**config.mk**
```make
export PLATFORM = sky130hd
export DESIGN_NAME = bp_fe_dual_queue_flat
export DESIGN_NICKNAME = d
export VERILOG_FILES = /design/src/rtl/bp_fe_dual_queue_pkg.sv /design/src/rtl/bp_fe_dual_queue_if.sv /design/src/rtl/bp_fe_dual_queue_ptr.sv /design/src/rtl/bp_fe_dual_queue.sv /design/src/flat_wrapper.sv
export SDC_FILE = /design/constraint.sdc
export NUM_CORES = 1
export LEC_CHECK = 0
export CELL_PAD_IN_SITES_DETAIL_PLACEMENT = 1
export CELL_PAD_IN_SITES_GLOBAL_PLACEMENT = 1
export CORE_MARGIN = 10
export CORE_UTILIZATION = 50
export CTS_BUF_LIST = sky130_fd_sc_hd__clkbuf_4 sky130_fd_sc_hd__clkbuf_8
export DETAILED_ROUTE_END_ITERATION = 10
export MAX_ROUTING_LAYER = met4
export PLACE_DENSITY_LB_ADDON = 0.1
export SYNTH_ARGS = -nofsm -noshare
export SYNTH_HDL_FRONTEND = slang
export SYNTH_SLANG_ARGS = --single-unit
```
**constraint.sdc**
```tcl
create_clock -name clk_i -period 8.2 [get_ports clk_i]
set_input_delay 1.64 -clock clk_i [delete_from_list [all_inputs] [get_ports clk_i]]
set_output_delay 1.64 -clock clk_i [all_outputs]
set_load 0.02 [all_outputs]
```
**src/rtl/bp_fe_dual_queue_pkg.sv**
```systemverilog
// bp_fe_dual_queue_pkg: shared width/depth constants for the FE-to-BE dual queue
package bp_fe_dual_queue_pkg;
  localparam int fe_queue_width_lp = 32;
  localparam int dual_queue_els_lp = 8;
endpackage

```
**src/rtl/bp_fe_dual_queue_if.sv**
```systemverilog
// bp_fe_dual_queue_if: two-wide enqueue and dequeue handshake bundle between FE, queue and BE
interface bp_fe_dual_queue_if
  import bp_fe_dual_queue_pkg::*;
#(
  parameter int width_p = fe_queue_width_lp
);
  logic [width_p-1:0] enq1_data_i;
  logic               enq1_v_i;
  logic [width_p-1:0] enq2_data_i;
  logic               enq2_v_i;
  logic               enq_ready_o;
  logic [width_p-1:0] deq1_data_o;
  logic               deq1_v_o;
  logic [width_p-1:0] deq2_data_o;
  logic               deq2_v_o;
  logic               deq1_yumi_i;
  logic               deq2_yumi_i;
  modport master (
    output enq1_data_i, enq1_v_i, enq2_data_i, enq2_v_i, deq1_yumi_i, deq2_yumi_i,
    input  enq_ready_o, deq1_data_o, deq1_v_o, deq2_data_o, deq2_v_o
  );
  modport slave (
    input  enq1_data_i, enq1_v_i, enq2_data_i, enq2_v_i, deq1_yumi_i, deq2_yumi_i,
    output enq_ready_o, deq1_data_o, deq1_v_o, deq2_data_o, deq2_v_o
  );
endinterface

```
**src/rtl/bp_fe_dual_queue_ptr.sv**
```systemverilog
// bp_fe_dual_queue_ptr: wrapping queue pointer advanced by 0, 1 or 2 per cycle
module bp_fe_dual_queue_ptr #(
  parameter int els_p = 8
) (
  input  logic                     clk_i,
  input  logic                     reset_n_i,
  input  logic                     clear_i,
  input  logic [1:0]               inc_i,
  output logic [$clog2(els_p)-1:0] ptr_o,
  output logic [$clog2(els_p)-1:0] ptr_p1_o
);
  localparam int pw = $clog2(els_p);
  logic [pw-1:0] ptr_q, ptr_d;
  assign ptr_d    = clear_i ? '0 : ptr_q + pw'(inc_i);
  assign ptr_o    = ptr_q;
  assign ptr_p1_o = ptr_q + pw'(1);
  // pointer register; power-of-2 depth makes the natural overflow the wrap
  always_ff @(posedge clk_i or negedge reset_n_i)
    if (!reset_n_i) ptr_q <= '0;
    else            ptr_q <= ptr_d;
endmodule

```
**src/rtl/bp_fe_dual_queue.sv**
```systemverilog
// bp_fe_dual_queue: two-in/two-out in-order FIFO between FE fetch and the dual-issue BE
module bp_fe_dual_queue
  import bp_fe_dual_queue_pkg::*;
#(
  parameter int els_p   = dual_queue_els_lp,
  parameter int width_p = fe_queue_width_lp
) (
  input  logic                   clk_i,
  input  logic                   reset_n_i,
  input  logic                   flush_i,
  bp_fe_dual_queue_if.slave      q_if,
  output logic [$clog2(els_p):0] count_o
);
  localparam int pw = $clog2(els_p);
  localparam int cw = pw + 1;
  logic [width_p-1:0] mem_q [els_p];
  logic [cw-1:0]      count_q, count_d;
  logic [pw-1:0]      rptr, rptr_p1, wptr, wptr_p1;
  logic               acc, we1, we2, rd1, rd2;
  logic [1:0]         n_enq, n_deq;
  // ready depends only on registered occupancy so a same-cycle dequeue never opens space
  assign q_if.enq_ready_o = reset_n_i & ((cw'(els_p) - count_q) >= cw'(2));
  assign acc   = q_if.enq_ready_o & ~flush_i;
  assign we1   = acc & (q_if.enq1_v_i | q_if.enq2_v_i);
  assign we2   = acc & q_if.enq1_v_i & q_if.enq2_v_i;
  assign n_enq = we2 ? 2'd2 : we1 ? 2'd1 : 2'd0;
  // retirement is strictly in order: deq2 only counts alongside deq1
  assign rd1   = ~flush_i & q_if.deq1_yumi_i & q_if.deq1_v_o;
  assign rd2   = rd1 & q_if.deq2_yumi_i & q_if.deq2_v_o;
  assign n_deq = rd2 ? 2'd2 : rd1 ? 2'd1 : 2'd0;
  assign count_d = flush_i ? '0 : count_q + cw'(n_enq) - cw'(n_deq);
  assign count_o = count_q;
  assign q_if.deq1_v_o    = count_q >= cw'(1);
  assign q_if.deq2_v_o    = count_q >= cw'(2);
  assign q_if.deq1_data_o = mem_q[rptr];
  assign q_if.deq2_data_o = mem_q[rptr_p1];
  bp_fe_dual_queue_ptr #(.els_p(els_p)) u_wptr (
    .clk_i(clk_i), .reset_n_i(reset_n_i), .clear_i(flush_i),
    .inc_i(n_enq), .ptr_o(wptr), .ptr_p1_o(wptr_p1)
  );
  bp_fe_dual_queue_ptr #(.els_p(els_p)) u_rptr (
    .clk_i(clk_i), .reset_n_i(reset_n_i), .clear_i(flush_i),
    .inc_i(n_deq), .ptr_o(rptr), .ptr_p1_o(rptr_p1)
  );
  // occupancy register
  always_ff @(posedge clk_i or negedge reset_n_i)
    if (!reset_n_i) count_q <= '0;
    else            count_q <= count_d;
  // storage; a lone enq2 is compacted into the wptr slot
  always_ff @(posedge clk_i) begin
    if (we1) mem_q[wptr]    <= q_if.enq1_v_i ? q_if.enq1_data_i : q_if.enq2_data_i;
    if (we2) mem_q[wptr_p1] <= q_if.enq2_data_i;
  end
endmodule

```
**src/flat_wrapper.sv**
```systemverilog
// flat-port wrapper written by rule: the top's interface ports become plain ports
module bp_fe_dual_queue_flat import bp_fe_dual_queue_pkg::*;
#(
  parameter int els_p   = dual_queue_els_lp,
  parameter int width_p = fe_queue_width_lp
)
  (clk_i, reset_n_i, flush_i, count_o, q_if_enq1_data_i, q_if_enq1_v_i, q_if_enq2_data_i, q_if_enq2_v_i, q_if_deq1_yumi_i, q_if_deq2_yumi_i, q_if_enq_ready_o, q_if_deq1_data_o, q_if_deq1_v_o, q_if_deq2_data_o, q_if_deq2_v_o);
  bp_fe_dual_queue_if #(.width_p(width_p)) q_if_i ();
  input  logic clk_i;
  input  logic reset_n_i;
  input  logic flush_i;
  output logic [$clog2(els_p):0] count_o;
  input wire logic [$bits(q_if_i.enq1_data_i)-1:0] q_if_enq1_data_i;
  input wire logic [$bits(q_if_i.enq1_v_i)-1:0] q_if_enq1_v_i;
  input wire logic [$bits(q_if_i.enq2_data_i)-1:0] q_if_enq2_data_i;
  input wire logic [$bits(q_if_i.enq2_v_i)-1:0] q_if_enq2_v_i;
  input wire logic [$bits(q_if_i.deq1_yumi_i)-1:0] q_if_deq1_yumi_i;
  input wire logic [$bits(q_if_i.deq2_yumi_i)-1:0] q_if_deq2_yumi_i;
  output wire logic [$bits(q_if_i.enq_ready_o)-1:0] q_if_enq_ready_o;
  output wire logic [$bits(q_if_i.deq1_data_o)-1:0] q_if_deq1_data_o;
  output wire logic [$bits(q_if_i.deq1_v_o)-1:0] q_if_deq1_v_o;
  output wire logic [$bits(q_if_i.deq2_data_o)-1:0] q_if_deq2_data_o;
  output wire logic [$bits(q_if_i.deq2_v_o)-1:0] q_if_deq2_v_o;
  assign q_if_i.enq1_data_i = q_if_enq1_data_i;
  assign q_if_i.enq1_v_i = q_if_enq1_v_i;
  assign q_if_i.enq2_data_i = q_if_enq2_data_i;
  assign q_if_i.enq2_v_i = q_if_enq2_v_i;
  assign q_if_i.deq1_yumi_i = q_if_deq1_yumi_i;
  assign q_if_i.deq2_yumi_i = q_if_deq2_yumi_i;
  assign q_if_enq_ready_o = q_if_i.enq_ready_o;
  assign q_if_deq1_data_o = q_if_i.deq1_data_o;
  assign q_if_deq1_v_o = q_if_i.deq1_v_o;
  assign q_if_deq2_data_o = q_if_i.deq2_data_o;
  assign q_if_deq2_v_o = q_if_i.deq2_v_o;
  bp_fe_dual_queue #(.els_p(els_p), .width_p(width_p)) u_core (.clk_i(clk_i), .reset_n_i(reset_n_i), .flush_i(flush_i), .q_if(q_if_i), .count_o(count_o));
endmodule
```
-- Word-level counts from Yosys, hierarchy flattened
Memories as Yosys holds them, arrays and structs flattened.
Cells that the tools add are included.
- register bits: 10
- bits in latches: 0
- memory bits (writable): 256
- ROM bits: 0
- input bits: 71
- output and inout bits: 71
- logic and storage cells: 37
- memories: 1
- $add $sub $neg: 7
- multiply operators: 0
- div/mod/pow operators: 0
- $lt $le $gt $ge: 3
- eq/ne operators: 0
- shift-type cells: 0
- muxes and demuxes: 12
- bitwise gates (word level): 11
- reductions and logical operators: 0
- memories (name ; depth ; width ; rd ports ; clocked after memory_dff ; wr ports ; RTL line ; text):
    u_core.mem_q ; 8 ; 32 ; 2 ; 0 ; 2 ; bp_fe_dual_queue.sv:16 ; logic [width_p-1:0] mem_q [els_p];
- operators with widths (kind ; number):
    32-bit 2-to-1 mux ; 1
    1-bit AND ; 9
    4-bit by 2-bit >= comparator with 1-bit output, second input constant ; 2
    3-bit by 1-bit adder with 3-bit output, second input constant ; 2
    3-bit by 2-bit adder with 3-bit output ; 2
    1-bit 2-to-1 mux ; 6
    3-bit 2-to-1 mux ; 2
    4-bit by 2-bit adder with 4-bit output ; 1
    4-bit by 1-bit >= comparator with 1-bit output, second input constant ; 1
    2-bit 2-to-1 mux ; 2
    4-bit 2-to-1 mux ; 1
    4-bit by 2-bit subtractor with 4-bit output ; 1
    4-bit subtractor, first input constant ; 1
    1-bit NOT ; 1
    1-bit OR ; 1

-- Logic depth before layout (Yosys ltp)
Gate-level depths: netlist of the first run.
- depth in word-level cells: 10
- depth in mapped cells: 13
- mapped depth without buffers: 13

-- Cells and area by module
From an unflattened synthesis of the first run, not the netlist that was laid out.
- cells, all modules: 896
- area, all modules: 15818.9 um^2
- by module, submodules not included (module ; times used ; cells an instance ; area each (um^2) ; seq. area each (um^2)):
    bp_fe_dual_queue ; 1 ; 866 ; 15486.1 ; 7787.5
    bp_fe_dual_queue_ptr ; 2 ; 15 ; 166.4 ; 75.1

-- Least setup slack after synthesis of the first run
Ideal clock, no wire load.
- path type: input port to flip-flop
- from: input port q_if_enq1_v_i
- to: memory u_core.mem_q[2][0] (netlist name) (enable)
- library setup time: 0.432 ns
- data arrival time: 4.139 ns
- required time: 7.768 ns
- slack: 3.629 ns
- stages: 6
- buffers on the path: 2
- cell sequence: buf_4 clkbuf_1 nor2_1 nor3_1 nand2_1 a21oi_1
- RTL lines (what ; RTL line ; text):
    start, declared ; flat_wrapper.sv:14 ; input wire logic [$bits(q_if_i.enq1_v_i)-1:0] q_if_enq1_v_i;
    end, declared ; bp_fe_dual_queue.sv:16 ;

-- Final worst setup path of the first run
- from: register u_core.u_rptr.ptr_q[0], in the netlist u_core.u_rptr.ptr_o[0]
- to: output port q_if_deq2_data_o[26]
- word-level cells in the longest chain between the ends: 2
- RTL lines (what ; RTL line ; text):
    start, declared ; bp_fe_dual_queue_ptr.sv:13 ; logic [pw-1:0] ptr_q, ptr_d;
    start signal, assigned ; bp_fe_dual_queue_ptr.sv:20 ; else ptr_q <= ptr_d;
    3-bit by 1-bit adder with 3-bit output ; bp_fe_dual_queue_ptr.sv:16 ; assign ptr_p1_o = ptr_q + pw'(1);
    memory 8 x 32 bit ; - ;
    end, declared ; flat_wrapper.sv:22 ; output wire logic [$bits(q_if_i.deq2_data_o)-1:0] q_if_deq2_data_o;
Every way passes these cells.

==> results_dict.tcl, run 1 <==
set metrics [dict create \
    multi_input_area_um2 7843 \
    regToRegSetupSlack_ps 4490 \
    cts-hold-fix-buffers 0 \
    io_buffers 141 \
    die_area_um2 39640 \
    worst_pin_slew_ps 1074 \
    critPathMaxFanout 47 \
    place_hpwl_mm 25.95 \
    critical_path.endpoint_type "output pin" \
    routed-via-count 9542 \
    slowest_delay_ps 840 \
    hold_slack_ps 806.2 \
    avgSynthCellArea_um2 17.36 \
    hold_viol_final 0 \
    start_util_pct 50.70 \
    io_pins 142 \
    finalCriticalPeriod_ps 6062 \
    hold_end "u_core.u_wptr.ptr_o[1]$_DFF_PN0_" \
    crit_chain "buf_4 -> buf_4 -> mux4_2 -> mux2_2 -> clkdlybuf4s50_1" \
    core_um2 31640 \
    fin_cells 1505 \
    p_per_area_nw_per_um2 243.3 \
    skew_ps 34.23 \
    vdd_ir_drop_max_v 0.0002110 \
    r2r-end "u_core.count_o[2]$_DFF_PN0_" \
    cts_setup_buffers 0 \
    dp_slack_ps 2695 \
    hp-class "reg2reg" \
    routedWlPerCell_um 29.59 \
    worst_path_dominant_cell_family "buffers and inverters" \
    numCtsBuffers 47 \
    grt_pass1_wl_mm 67.85 \
    drive_gt1_share_pct 35.99 \
    area_growth_pct 16.95 \
    die_w_um 199.1 \
    track_usage_pct 23.52 \
    synth.distinct_cells 36 \
    grt_max_degree 65 \
    ys_ff_latch 266 \
    crit_arrival_ps 4420 \
    cpMostUsedCell "buf_4" \
    cts-root-buf "clkbuf_8" \
    setup_viol 0 \
    rsz0062_at_grt "false" \
    synth_warnings 0 \
    synth_cells 924 \
    status "complete, no violations" \
    overflow 0 \
    synth_fp_nets 1014 \
    r2r_start "u_core.count_o[0]$_DFF_PN0_" \
    antenna-diode-count 0 \
    tns_ps 0 \
    htree_levels 2 \
    cts.sink_count 266 \
    slew_headroom_pct 28.39 \
    first_pass_iters 5 \
    globalplace.congestion 0.7867 \
    drt-initial-drc-count 739 \
    dpl.cell_count 1423 \
    drt-total-wl_mm 44.53 \
    leakage_nw 5.955 \
    critPathLaunchType "flip-flop" \
    whs_path_depth 3 \
    maxCapViolCount 0 \
    r2r_cells 9 \
    cp_slowest_cell "dfrtp_4" \
    syn_area_um2 16040 \
    critical_path_class "reg2out" \
    fill_cells 2854 \
    drv_slew 0 \
    worst_ep_required_time_ps 6560 \
    die_y_um 199.1 \
    hp-start "u_core.u_wptr.ptr_o[1]$_DFF_PN0_" \
    drc 0 \
    grt_pass1_vias 10466 \
    critPathBufInv 3 \
    clk_latency_ps 570 \
    total_power_mw 4.564 \
    final.period_utilization_pct 73.93 \
    cts_resized 0 \
    clockBufferDepth 3 \
    ant_nets 0 \
    regArea_um2 7946 \
    tritoncts "done" \
    layout_setup_ws_ps 2138 \
    std_cell_rows 65 \
    vias_per_cell 6.340 \
    fmax_ghz 0.1649 \
    ys_seq_area_share_pct 49.49 \
    nets 1160 \
    antenna_found_initial 0 \
    cts.reportedPaths.clkPinSlew_ps 60 \
]
[state kept, by name (all words and copies together), names as in the netlist]
name / count
u_core.count_o: 4
u_core.u_rptr.ptr_o: 3
u_core.u_wptr.ptr_o: 3
u_core.mem_q: 256
[how the worst max path moves through the flow]
stage                                     startpoint                            to  depth (start not counted)
floorplan                              q_if_enq1_v_i  u_core.mem_q[2][0]$_DFFE_PP_                          6
global placement    u_core.u_rptr.ptr_o[0]$_DFF_PN0_          q_if_deq2_data_o[26]                          5
detailed placement  u_core.u_rptr.ptr_o[0]$_DFF_PN0_          q_if_deq2_data_o[26]                          5
CTS                 u_core.u_rptr.ptr_o[0]$_DFF_PN0_          q_if_deq2_data_o[26]                          5
global route        u_core.u_rptr.ptr_o[0]$_DFF_PN0_          q_if_deq2_data_o[26]                          5
finish              u_core.u_rptr.ptr_o[0]$_DFF_PN0_          q_if_deq2_data_o[26]                          5
[cell type report]
| class | count | area share, % |
|---|---|---|
| clock buffers | 61 | 4.009 |
| flip-flops and latches | 266 | 42.36 |
| clock inverters | 21 | 0.5203 |
| repair buffers | 163 | 8.378 |
| inverters | 12 | 0.2401 |
| multi-input cells | 580 | 41.81 |
| well taps | 402 | 2.681 |
[tightest hold or removal path: stages (launching register included)]
cell     delay, ps
dfrtp_1        410
inv_1          150
fa_1           180
nor2_1          40
[cell usage in the layout (no fill, tap or decap), drive strengths merged]
cell type,n
mux2,352
edfxtp,256
clkdlybuf4s50,140
mux4,128
clkbuf,61
buf,23
clkinv,19
nor2,16
ha,15
inv,13
a21oi,11
dfrtp,10
xnor2,8
nor2b,7
nor3,7
nand2,5
o211ai,4
fa,4
o21ai,3
nand3,3
xor2,3
or3,2
nand2b,2
nand4,2
a22oi,2
nand3b,1
and4b,1
nand4b,1
or4,1
a32oi,1
a21o,1
clkinvlp,1
[where the power goes]
| part | switching (mW) | total [mW] | internal [mW] |
|---|---|---|---|
| combinational | 0.904 | 1.76 | 0.855 |
| clock | 0.551 | 1.15 | 0.597 |
| sequential | 0.0727 | 1.66 | 1.58 |
[cell usage after synthesis, drive strengths merged]
cell | count | area, um^2
nand3b | 1 | 7.510
mux2 | 352 | 3964
fa | 4 | 80.08
and4b | 1 | 10.01
xnor2 | 8 | 85.08
or4 | 1 | 7.510
a21o | 1 | 7.510
nand3 | 3 | 15.01
nand4b | 1 | 15.01
nand4 | 2 | 12.51
clkbuf | 23 | 86.33
inv | 12 | 45.04
nor2b | 7 | 43.79
or3 | 2 | 12.51
dfrtp | 10 | 250.2
nand2b | 2 | 12.51
nor2 | 16 | 60.06
a21oi | 11 | 70.06
a22oi | 2 | 15.01
a32oi | 1 | 8.760
xor2 | 3 | 33.79
nor3 | 7 | 50.05
o21ai | 3 | 15.01
ha | 15 | 187.7
mux4 | 128 | 2883
buf | 43 | 270.3
nand2 | 5 | 18.77
o211ai | 4 | 85.08
edfxtp | 256 | 7687
[metal layers]
layer / up-vias / track usage (%) / wire length, um
met5: - / - / 0
li1: 4107 / - / -
met3: 51 / 3.768 / 2379
met4: 0 / 5.001 / 711
met1: 5103 / 30.54 / 19130
met2: 281 / 38.47 / 22310
[per-stage QoR]
step | cell area, um^2 | utilization, %
after floorplan | 16040 | -
after global placement | 17910 | 56.61
after detailed placement | 17910 | 56.61
after CTS | 18760 | 59.29
after global routing | 18760 | 59.29
final | 18760 | 59.29
[kinds of logic after synthesis]
logic type | synth area share, %
muxes | 42.69
DFF | 49.49
buffers and inverters | 2.504
and+or+nand+nor | 1.654
AOI/OAI and AO/OA | 1.256
adders and majority gates | 1.669
xor gates and xnor gates | 0.7411
No activity file was read; power rests on OpenSTA's default activity.
==> run 2: changes to the inputs <==
Clock period 8.2 ns to 6 ns, I/O delays scaled along.
==> run 2 against run 1 <==
Net effect:
- global-route usage fell by 0.11 points
- worst setup slack worse by 1100 ps
- largest power group unchanged
- non-clock buffer count is 6 higher
- count of clock-buffer cells in the layout grew 6
- first-iteration DRC count is 10% higher
- via count fell by 0.56%
- core utilization is 0.35 points higher
- clock skew is 9.8 ps lower
- cell count rose by 0.33%
- total power is 39% higher
- routed wire length hardly changed
==> results_dict.tcl, run 2 (same netlist as run 1, synthesis figures left out) <==
set metrics [dict create \
    finalCriticalPeriod_ps 4966 \
    cellInternalPower_mw 4.222 \
    fmax_ghz 0.2014 \
    hold_slack_ps 823.6 \
    setup_viol 0 \
    worst_pin_slew_ps 1064 \
    largest_reg_flops 256 \
    globalplace.congestion 0.8084 \
    drv_slew 0 \
    routedWlPerCell_um 29.51 \
    overflow 0 \
    p_seq_share_pct 35.4 \
    routed-via-count 9489 \
    hp-class "reg2reg" \
    drt-initial-drc-count 815 \
    worst_ep_required_time_ps 4800 \
    start_util_pct 50.70 \
    die_w_um 199.1 \
    io_pins 142 \
    cts-hold-fix-buffers 0 \
    drc 0 \
    power_frac_comb_pct 39.0 \
    place_hpwl_mm 27.72 \
    track_usage_pct 23.41 \
    critPathBufInv 2 \
    drt-total-wl_mm 44.56 \
    maxCapViolCount 0 \
    hold_viol_final 0 \
    critPathLaunchType "flip-flop" \
    status "complete, no violations" \
    clk_latency_ps 580 \
    slew_headroom_pct 28.59 \
    grt_pass1_vias 10478 \
    drive_gt1_share_pct 36.64 \
    fill_cells 2813 \
    power_frac_clock_pct 25.6 \
    vdd_ir_drop_max_v 0.0003248 \
    critical_path_class "reg2out" \
    grt_pass1_wl_mm 67.52 \
    std_cell_rows 65 \
    tritoncts "done" \
    power_switching_mw 2.115 \
    cts.sink_count 266 \
    cts.reportedPaths.clkPinSlew_ps 60 \
    largest-register "u_core.mem_q" \
    skew_ps 24.39 \
    area_growth_pct 17.65 \
    first_pass_iters 4 \
    nets 1167 \
    worst_path_dominant_cell_family "buffers and inverters" \
    ant_nets 0 \
    antenna_found_initial 0 \
    swShare_pct 33.37 \
    clockBufferDepth 3 \
    numCtsBuffers 48 \
    vias_per_cell 6.284 \
    rsz0062_at_grt "false" \
    final_common_cell "edfxtp_1" \
    antenna-diode-count 0 \
    cts_setup_buffers 0 \
    cts-root-buf "clkbuf_8" \
    final_cell_mix "256 x edfxtp_1, 204 x mux2_1, 148 x mux2_2, 140 x clkdlybuf4s50_1, 128 x mux4_2" \
    p_per_area_nw_per_um2 335.8 \
    tns_ps 0 \
    leakage_nw 6.015 \
    htree_levels 2 \
    grt_max_degree 130 \
    io_buffers 141 \
    slowest_delay_ps 850 \
    die_area_um2 39640 \
    crit_arrival_ps 3770 \
    critical_path.endpoint_type "output pin" \
    crit_chain "ha_4 -> xor2_4 -> buf_4 -> mux2_2 -> clkdlybuf4s50_1" \
    final.period_utilization_pct 82.76 \
    cp_slowest_cell "dfrtp_4" \
    die_y_um 199.1 \
    core_um2 31640 \
    critPathMaxFanout 28 \
    cts_resized 0 \
]
-- run 2: path summary, 6_finish.rpt --
check | endpoint | from | slack [ps] | cells after the start
worst max-delay path | q_if_deq2_data_o[12] | u_core.u_rptr.ptr_o[1]$_DFF_PN0_ | 1030 | 5
worst min-delay path | u_core.u_wptr.ptr_o[1]$_DFF_PN0_ | u_core.u_wptr.ptr_o[1]$_DFF_PN0_ | 820 | 3
worst max register to register | u_core.mem_q[4][0]$_DFFE_PP_ | u_core.count_o[0]$_DFF_PN0_ | 2410 | 6
worst min register to register | u_core.u_wptr.ptr_o[1]$_DFF_PN0_ | u_core.u_wptr.ptr_o[1]$_DFF_PN0_ | 820 | 3
max in group asynchronous | u_core.u_rptr.ptr_o[1]$_DFF_PN0_ | reset_n_i | 4870 | 2
min in group asynchronous | u_core.count_o[0]$_DFF_PN0_ | reset_n_i | 940 | 2
-- run 2: metal layers --
metal  GRT usage (%)  vias up  wire length (um)
met5               -        -                 0
met4           4.238        0               498
met3           3.112       37              2075
met2           38.96      251             22920
met1           30.50     5083             19060
li1                -     4118                 -
-- run 2: cell type report --
type,count,area (um^2),area share [%]
clock buffers,67,815.8,4.323
clock inverters,14,62.56,0.3315
well taps,402,503.0,2.666
multi-input cells,580,7843,41.56
repair buffers,169,1654,8.766
flip-flops and latches,266,7946,42.11
inverters,12,45.04,0.2387
-- run 2: power groups by stage --
| stage | clock, mW | sequential, mW | combinational (mW) |
|---|---|---|---|
| floorplan | 0 | 2.25 | 1.58 |
| global placement | 0 | 2.27 | 2.47 |
| detailed placement | 0 | 2.28 | 2.50 |
| CTS | 1.66 | 2.24 | 2.52 |
| global route | 1.74 | 2.25 | 2.66 |
| finish | 1.62 | 2.24 | 2.47 |
-- run 2: worst register-to-register path, stage by stage, from the launching register on --
cell	delay (ps)
dfrtp_1	460
inv_1	170
ha_1	350
or3_1	580
o211ai_4	890
buf_4	510
mux2_2	390
-- run 2: per-stage QoR --
step / cells / total power, mW / area, um^2 / util (%) / setup WS, ps
after floorplan: 924 / 3.827 / 16040 / - / 1869
after global placement: 1429 / 4.741 / 17990 / 56.87 / 1438
after detailed placement: 1429 / 4.774 / 17990 / 56.87 / 1367
after CTS: 1510 / 6.418 / 18870 / 59.64 / 901.6
after global routing: 1510 / 6.649 / 18870 / 59.64 / 877.6
final: 1510 / 6.337 / 18870 / 59.64 / 1034
